[src/rtl/io_fifo_port.sv]
// Memory-mapped IO responder with a CPU-written TX FIFO, a CPU-read RX FIFO
// and a status/control register, all behind a 4-word IO window at BASE.
module io_fifo_port #(
  parameter int          DEPTH = 8,
  parameter int          DW    = 16,
  parameter logic [15:0] BASE  = 16'h0000
) (
  input  logic          clk,
  input  logic          rst_n,
  input  logic          iom_in,
  input  logic          wen_in,
  input  logic [15:0]   addr_in,
  input  logic [DW-1:0] wdata_in,
  output logic [DW-1:0] rdata_out,
  output logic [DW-1:0] tx_data_out,
  output logic          tx_valid_out,
  input  logic          tx_ready_in,
  input  logic [DW-1:0] rx_data_in,
  input  logic          rx_valid_in,
  output logic          rx_ready_out
);
  localparam int AW = $clog2(DEPTH);
  localparam int CW = AW + 1;
  localparam logic [CW-1:0] FULL_CNT = CW'(DEPTH);

  logic [DW-1:0] tx_mem [DEPTH];
  logic [DW-1:0] rx_mem [DEPTH];

  logic [AW-1:0] tx_wr_ptr, tx_rd_ptr, rx_wr_ptr, rx_rd_ptr;
  logic [CW-1:0] tx_count, rx_count;
  logic          tx_ovf, rx_unf;

  logic       hit, io_wr, io_rd;
  logic [1:0] off;
  logic       tx_full, tx_empty, rx_full, rx_empty;
  logic       tx_push_req, tx_push, tx_pop, tx_flush;
  logic       rx_pop_req, rx_pop, rx_push, rx_flush;
  logic       sts_clr;
  logic       tx_ovf_next, rx_unf_next;
  logic [DW-1:0] status, rx_head;

  assign hit   = iom_in & (addr_in[15:2] == BASE[15:2]);
  assign off   = addr_in[1:0];
  assign io_wr = hit & ~wen_in;
  assign io_rd = hit & wen_in;

  assign tx_full  = (tx_count == FULL_CNT);
  assign tx_empty = (tx_count == '0);
  assign rx_full  = (rx_count == FULL_CNT);
  assign rx_empty = (rx_count == '0);

  // Fullness/emptiness before the edge decides drop/underflow, regardless of
  // whatever the external side does in the same cycle.
  assign tx_push_req = io_wr & (off == 2'd0);
  assign tx_push     = tx_push_req & ~tx_full;
  assign tx_pop      = ~tx_empty & tx_ready_in;
  assign tx_flush    = io_wr & (off == 2'd3) & wdata_in[0];

  assign rx_pop_req = io_rd & (off == 2'd1);
  assign rx_pop     = rx_pop_req & ~rx_empty;
  assign rx_push    = rx_valid_in & ~rx_full;
  assign rx_flush   = io_wr & (off == 2'd3) & wdata_in[1];

  assign sts_clr = io_wr & (off == 2'd2);

  assign tx_ovf_next = (tx_ovf & ~(sts_clr & wdata_in[4])) | (tx_push_req & tx_full);
  assign rx_unf_next = (rx_unf & ~(sts_clr & wdata_in[5])) | (rx_pop_req & rx_empty);

  // Storage is uninitialised after reset, so heads are masked while empty.
  assign tx_valid_out = ~tx_empty;
  assign tx_data_out  = tx_empty ? '0 : tx_mem[tx_rd_ptr];
  assign rx_ready_out = ~rx_full;
  assign rx_head      = rx_empty ? '0 : rx_mem[rx_rd_ptr];

  always_comb begin
    status            = '0;
    status[0]         = rx_empty;
    status[1]         = rx_full;
    status[2]         = tx_empty;
    status[3]         = tx_full;
    status[4]         = tx_ovf;
    status[5]         = rx_unf;
    status[8 +: CW]   = rx_count;
  end

  always_comb begin
    rdata_out = '0;
    if (io_rd) begin
      case (off)
        2'd1:    rdata_out = rx_head;
        2'd2:    rdata_out = status;
        default: rdata_out = '0;
      endcase
    end
  end

  always_ff @(posedge clk) begin
    if (tx_push) tx_mem[tx_wr_ptr] <= wdata_in;
    if (rx_push) rx_mem[rx_wr_ptr] <= rx_data_in;
  end

  always_ff @(posedge clk or negedge rst_n) begin
    if (!rst_n) begin
      tx_wr_ptr <= '0;
      tx_rd_ptr <= '0;
      tx_count  <= '0;
      rx_wr_ptr <= '0;
      rx_rd_ptr <= '0;
      rx_count  <= '0;
      tx_ovf    <= 1'b0;
      rx_unf    <= 1'b0;
    end else begin
      tx_ovf <= tx_ovf_next;
      rx_unf <= rx_unf_next;

      if (tx_flush) begin
        tx_wr_ptr <= '0;
        tx_rd_ptr <= '0;
        tx_count  <= '0;
      end else begin
        if (tx_push) tx_wr_ptr <= tx_wr_ptr + AW'(1);
        if (tx_pop)  tx_rd_ptr <= tx_rd_ptr + AW'(1);
        case ({tx_push, tx_pop})
          2'b10:   tx_count <= tx_count + CW'(1);
          2'b01:   tx_count <= tx_count - CW'(1);
          default: tx_count <= tx_count;
        endcase
      end

      if (rx_flush) begin
        rx_wr_ptr <= '0;
        rx_rd_ptr <= '0;
        rx_count  <= '0;
      end else begin
        if (rx_push) rx_wr_ptr <= rx_wr_ptr + AW'(1);
        if (rx_pop)  rx_rd_ptr <= rx_rd_ptr + AW'(1);
        case ({rx_push, rx_pop})
          2'b10:   rx_count <= rx_count + CW'(1);
          2'b01:   rx_count <= rx_count - CW'(1);
          default: rx_count <= rx_count;
        endcase
      end
    end
  end
endmodule

[config.mk]
export PLATFORM = sky130hd
export DESIGN_NAME = io_fifo_port
export DESIGN_NICKNAME = d
export VERILOG_FILES = /design/src/rtl/io_fifo_port.sv
export SDC_FILE = /design/constraint.sdc
export NUM_CORES = 1
export LEC_CHECK = 0
export CAP_MARGIN = 20
export CORE_MARGIN = 2
export CORE_UTILIZATION = 30
export CTS_CLUSTER_SIZE = 40
export DETAILED_ROUTE_END_ITERATION = 8
export GPL_ROUTABILITY_DRIVEN = 0
export GPL_TIMING_DRIVEN = 0
export PLACE_DENSITY = 0.46
export SKIP_CTS_REPAIR_TIMING = 1
export SYNTH_ARGS = -nofsm -noshare
export SYNTH_HDL_FRONTEND = slang
export SYNTH_SLANG_ARGS = --single-unit
[constraint.sdc]
create_clock -name clk -period 3.2 [get_ports clk]
set_clock_uncertainty 0.1 [all_clocks]
set_input_delay 0.32 -clock clk [delete_from_list [all_inputs] [get_ports clk]]
set_output_delay 0.32 -clock clk [all_outputs]
set_load 0.02 [all_outputs]
# After elaboration in Yosys (flattened, before gate mapping)
# Memory sizes are Yosys's and may differ from the RTL's.
# Index checks and enable logic that the tools add are counted.
[word_totals] input_bits=54 register_bits=22 memories=2 output_inout_bits=34 mem_bits_rw=256 wordCells=85
[classes] n_bitwise=28 add_sub_neg=8 n_reduce_logical=10 eq_ne=9 n_mux=20
[memory_table] memory="rx_mem" words=8 width=16 read_ports=1 rd_clocked_by_memory_dff=0 write_ports=1 line_no="27" text="logic [DW-1:0] rx_mem [DEPTH];"
[memory_table] memory="tx_mem" words=8 width=16 read_ports=1 rd_clocked_by_memory_dff=0 write_ports=1 line_no="26" text="logic [DW-1:0] tx_mem [DEPTH];"
[op_table] cell="two-way mux 16 bit" n=3
[op_table] cell="one-hot mux 16 bit (2 select lines)" n=1
[op_table] cell="two-way mux 3 bit" n=8
[op_table] cell="bitwise AND 1 bit" n=19
[op_table] cell="one-hot mux 4 bit (2 select lines)" n=2
[op_table] cell="logical NOT 14 bit" n=1
[op_table] cell="adder 3 x 1 -> 3 bit, second input constant" n=4
[op_table] cell="adder 4 x 1 -> 4 bit, second input constant" n=2
[op_table] cell="equality test 2 bit, second input constant" n=4
[op_table] cell="equality test 4 bit, second input constant" n=2
[op_table] cell="logical NOT 4 bit" n=2
[op_table] cell="two-way mux 4 bit" n=2
[op_table] cell="nonzero test 2 bit" n=4
[op_table] cell="subtractor 4 x 1 -> 4 bit, second input constant" n=2
[op_table] cell="inverter 1 bit" n=7
[op_table] cell="equality test 2 x 1 -> 1 bit, second input constant" n=3
[op_table] cell="nonzero test 3 bit" n=2
[op_table] cell="two-way mux 1 bit" n=4
[op_table] cell="logical NOT 2 bit" n=1
[op_table] cell="OR 1 bit" n=2

# Logic depth before layout (Yosys ltp)
[logic_depth] ltp_word=8 depth_mapped=11 depth_no_buf=11

# Least setup slack after synthesis
# No wires, ideal clock.
[synth_path] kind="input port to flip-flop" startpoint="input addr_in[3]" endpoint="memory tx_mem[0][0], enable pin" path_stages=5 required_time_ns=2.670 path_buffers=0 setup_ns=0.430 path_slack_ns=-0.218 arrival_time_ns=2.888 cell_sequence="nor4_2 nand4_2 nor2_1 nand3_1 nor4_1"
[synth_via] elab_chain_len=7
[synth_lines] element="start, declared" line_no="12" text="input logic [15:0] addr_in,"
[synth_lines] element="logical NOT 14 bit" line_no="42" text="assign hit = iom_in & (addr_in[15:2] == BASE[15:2]);"
[synth_lines] element="bitwise AND 1 bit" line_no="42"
[synth_lines] element="bitwise AND 1 bit" line_no="44" text="assign io_wr = hit & ~wen_in;"
[synth_lines] element="bitwise AND 1 bit" line_no="54" text="assign tx_push_req = io_wr & (off == 2'd0);"
[synth_lines] element="bitwise AND 1 bit" line_no="55" text="assign tx_push = tx_push_req & ~tx_full;"
[synth_lines] element="two-way mux 1 bit" line_no="98" text="if (tx_push) tx_mem[tx_wr_ptr] <= wdata_in;"
[synth_lines] element="two-way mux 1 bit (not written as such)" line_no="98"
[synth_lines] element="end, declared" line_no="26"
# No other way between the ends.

# Worst setup path after layout
[layout_path] startpoint="register tx_rd_ptr[0]" endpoint="output tx_data_out[1]"
[layout_via] elab_chain_len=2
[layout_lines] element="start, declared" line_no="29" text="logic [AW-1:0] tx_wr_ptr, tx_rd_ptr, rx_wr_ptr, rx_rd_ptr;"
[layout_lines] element="start signal, assigned" line_no="122" text="if (tx_pop) tx_rd_ptr <= tx_rd_ptr + AW'(1);"
[layout_lines] element="memory (8 x 16 bit)"
[layout_lines] element="two-way mux 16 bit" line_no="71" text="assign tx_data_out = tx_empty ? '0 : tx_mem[tx_rd_ptr];"
[layout_lines] element="end, declared" line_no="15" text="output logic [DW-1:0] tx_data_out,"
# No other way between the ends.

==> metrics.txt <==
status complete, no violations; total congestion overflow 0; design internal power 7.68 mW; crit end category output port; Antenna Cells 0; mapped cell area 0.0114 mm²; commonest non-fill, non-tap cells in the layout edfxtp_1, clkdlybuf4s50_1, mux4_2; Antenna Nets Post-Route 0; I/O Buffers 87; CTS tree built; Crit path largest cell delay roughly 550 ps; initial antenna violation count 0; Slew Limit Fails 0; Avg WL per Cell roughly 21 µm; via/cell ratio 4.73; largest net degree at the start of global routing 23; Hold Path Class in2reg; max cap viols 0; startpoint types flip-flop; # rows 71; hold wc startpoint rx_data_in[11]; vias in the first global route 6498; worst path bufs/invs 2; asr flop ratio synth 7.91%; Root Driver clkbuf_16; chip width 199 µm; # placed instances 1238; Post-synth top flop edfxtp_1; area grow syn2layout 27.2%; setup violators final 0; Non-Filler Instances 1298; Clock power frac 32.3%; share of cells above drive strength 1 25.2%; worst hold margin 379 ps; drc violations 0; H-tree levels 1; synthesis-stage register bit count 278; drt initial violations 294; Peak Freq 0.322 GHz; RSZ-0062 raised after global routing true; sw power 3.04 mW; Power Dens Cells 738 mW/mm²; Yosys cell types 50; core area 0.0376 mm²; Reg clk slew, reported paths 60 ps; first-pass GRT wire length approximately 40 mm; Routed WL 27.2 mm; CP delay by family, top buffers and inverters; Num Clock Sinks 278; top post-synthesis cells by area edfxtp_1, mux4_2, dfrtp_1; Worst Setup SP tx_rd_ptr[0]; crit path cell chain buf_8 > mux4_2 > mux2i_1 > nor2_1 > clkdlybuf4s50_1; Seq/Total Area, Yosys 72.1%; Final Cycle Share 97.2%; Clock Tree Buf Depth 3; crit-path max FO 10; Synth Net Count 678; Slew @ Worst Pin 760 ps; post-detail-place hpwl between 15 and 20 mm; Fill cells 3448; Peak supply drop 0.429 mV; CP Data Arrival Time roughly 2700 ps; leak pwr 4.97 nW; critical path class reg2out; Worst Path Required 2780 ps; headroom to the max-slew limit 49.2%; GRT Util Overall 14.0%; commonest non-fill, non-tap cell in the layout edfxtp_1; syn avg cell area approximately 19 µm²; share of the synthesized area in the top cell type about two thirds; final hold vios 0; Chip Height 199 µm; Starting Density 30.4%; leading area contributor after synthesis edfxtp_1; sw frac 28.4%; logic gate share of total power 25.7%; power share of the sequential group 42.0%; first drt pass iteration count 4; Vias 6140; Gate Count Post-Synth 613; I/O Pins 88; # nets final 828; clk_lat worst skew 570 ps; CTS Buf Count 30; number of synthesized flops with an enable pin 256; area of the die ~0.040 mm²; slowest library cell on the worst path clkdlybuf4s50_1; Syn. warnings 0; Final min period 3110 ps; reg-to-reg startpoint tx_count[1]
-- sequential cells by signal, indices dropped and copies added (netlist names) --
signal     count
tx_count       4
rx_rd_ptr      3
tx_rd_ptr      3
rx_count       4
tx_wr_ptr      3
tx_ovf         1
tx_mem       128
rx_mem       128
rx_unf         1
rx_wr_ptr      3
-- cell families after synthesis --
kind of cell	after synthesis	share of synthesized area, %
AOI/OAI and AO/OA	38	2.11
xor gates and xnor gates	13	1.12
adders and majority gates	11	1.20
buffers and inverters	38	1.45
DFF	278	72.1
muxes	98	15.6
and+or+nand+nor	137	6.40
-- final cells by class --
type	count	area, µm²	area share [%]
clock buffers	38	781	5.37
repair buffers	123	1280	8.83
plain buffers	27	201	1.39
multi-input cells	297	3150	21.7
flip-flops and latches	278	8240	56.7
well taps	511	639	4.40
inverters	6	22.5	0.155
clock inverters	18	214	1.47
-- Yosys cell counts (2+ instances only) --
library cell / number
xnor2_1: 4
nand4_1: 3
and4_1: 2
a21oi_1: 18
ha_1: 11
o41ai_2: 2
inv_1: 5
and3_1: 4
a21o_1: 2
nor2b_1: 2
mux4_2: 64
clkbuf_1: 17
o21ai_0: 7
nor3b_1: 2
buf_2: 12
nand3_1: 7
nor4b_1: 2
dfrtp_1: 22
nand2b_1: 3
nor3_1: 11
mux2i_1: 34
nand2_1: 20
or3b_1: 2
nor2_1: 59
a311oi_1: 2
xor2_1: 8
o21a_1: 2
nor4_1: 6
buf_1: 2
edfxtp_1: 256
a31oi_1: 3
-- power groups by stage --
stage               Clock (mW)  Combinational, mW  Sequential, mW
global placement             0               2.60            4.52
detailed placement           0               2.76            4.52
floorplan                    0               1.66            4.48
global route              3.70               2.98            4.54
CTS                       3.56               2.77            4.44
finish                    3.46               2.76            4.51
-- routing by layer --
metal | up-vias | track usage, % | share of wire (%)
met5 | - | 0 | 0
met4 | 0 | 3.54 | 1.9
met3 | 33 | 2.53 | 4.1
met2 | 122 | 25.3 | 53
met1 | 3220 | 17.1 | 41
li1 | 2765 | - | -
-- final timing paths --
kind | slack, ps | end | cells after the start
max | 90 | tx_data_out[1] | 5
min | 380 | rx_mem[6][11] | 1
max reg2reg | 340 | tx_count[2] | 11
min reg2reg | 440 | tx_ovf | 2
max in group asynchronous | 2080 | rx_rd_ptr[2] | 3
min in group asynchronous | 490 | tx_wr_ptr[0] | 2
-- per-stage QoR --
stage                     utilization, %  setup WS, ps  TNS (ps)  instance area [µm²]  total power [mW]
after CTS                           38.1          -710    -15560                14300              10.8
after floorplan                        -          61.4         0                11400              6.14
after global routing                38.7         -17.8     -30.3                14500              11.2
after detailed placement            35.4          -614    -31980                13300              7.28
after global placement              34.4         -2360   -392770                12900              7.12
final                               38.7          90.8         0                14500              10.7
Power figures use the tool's default switching activity.
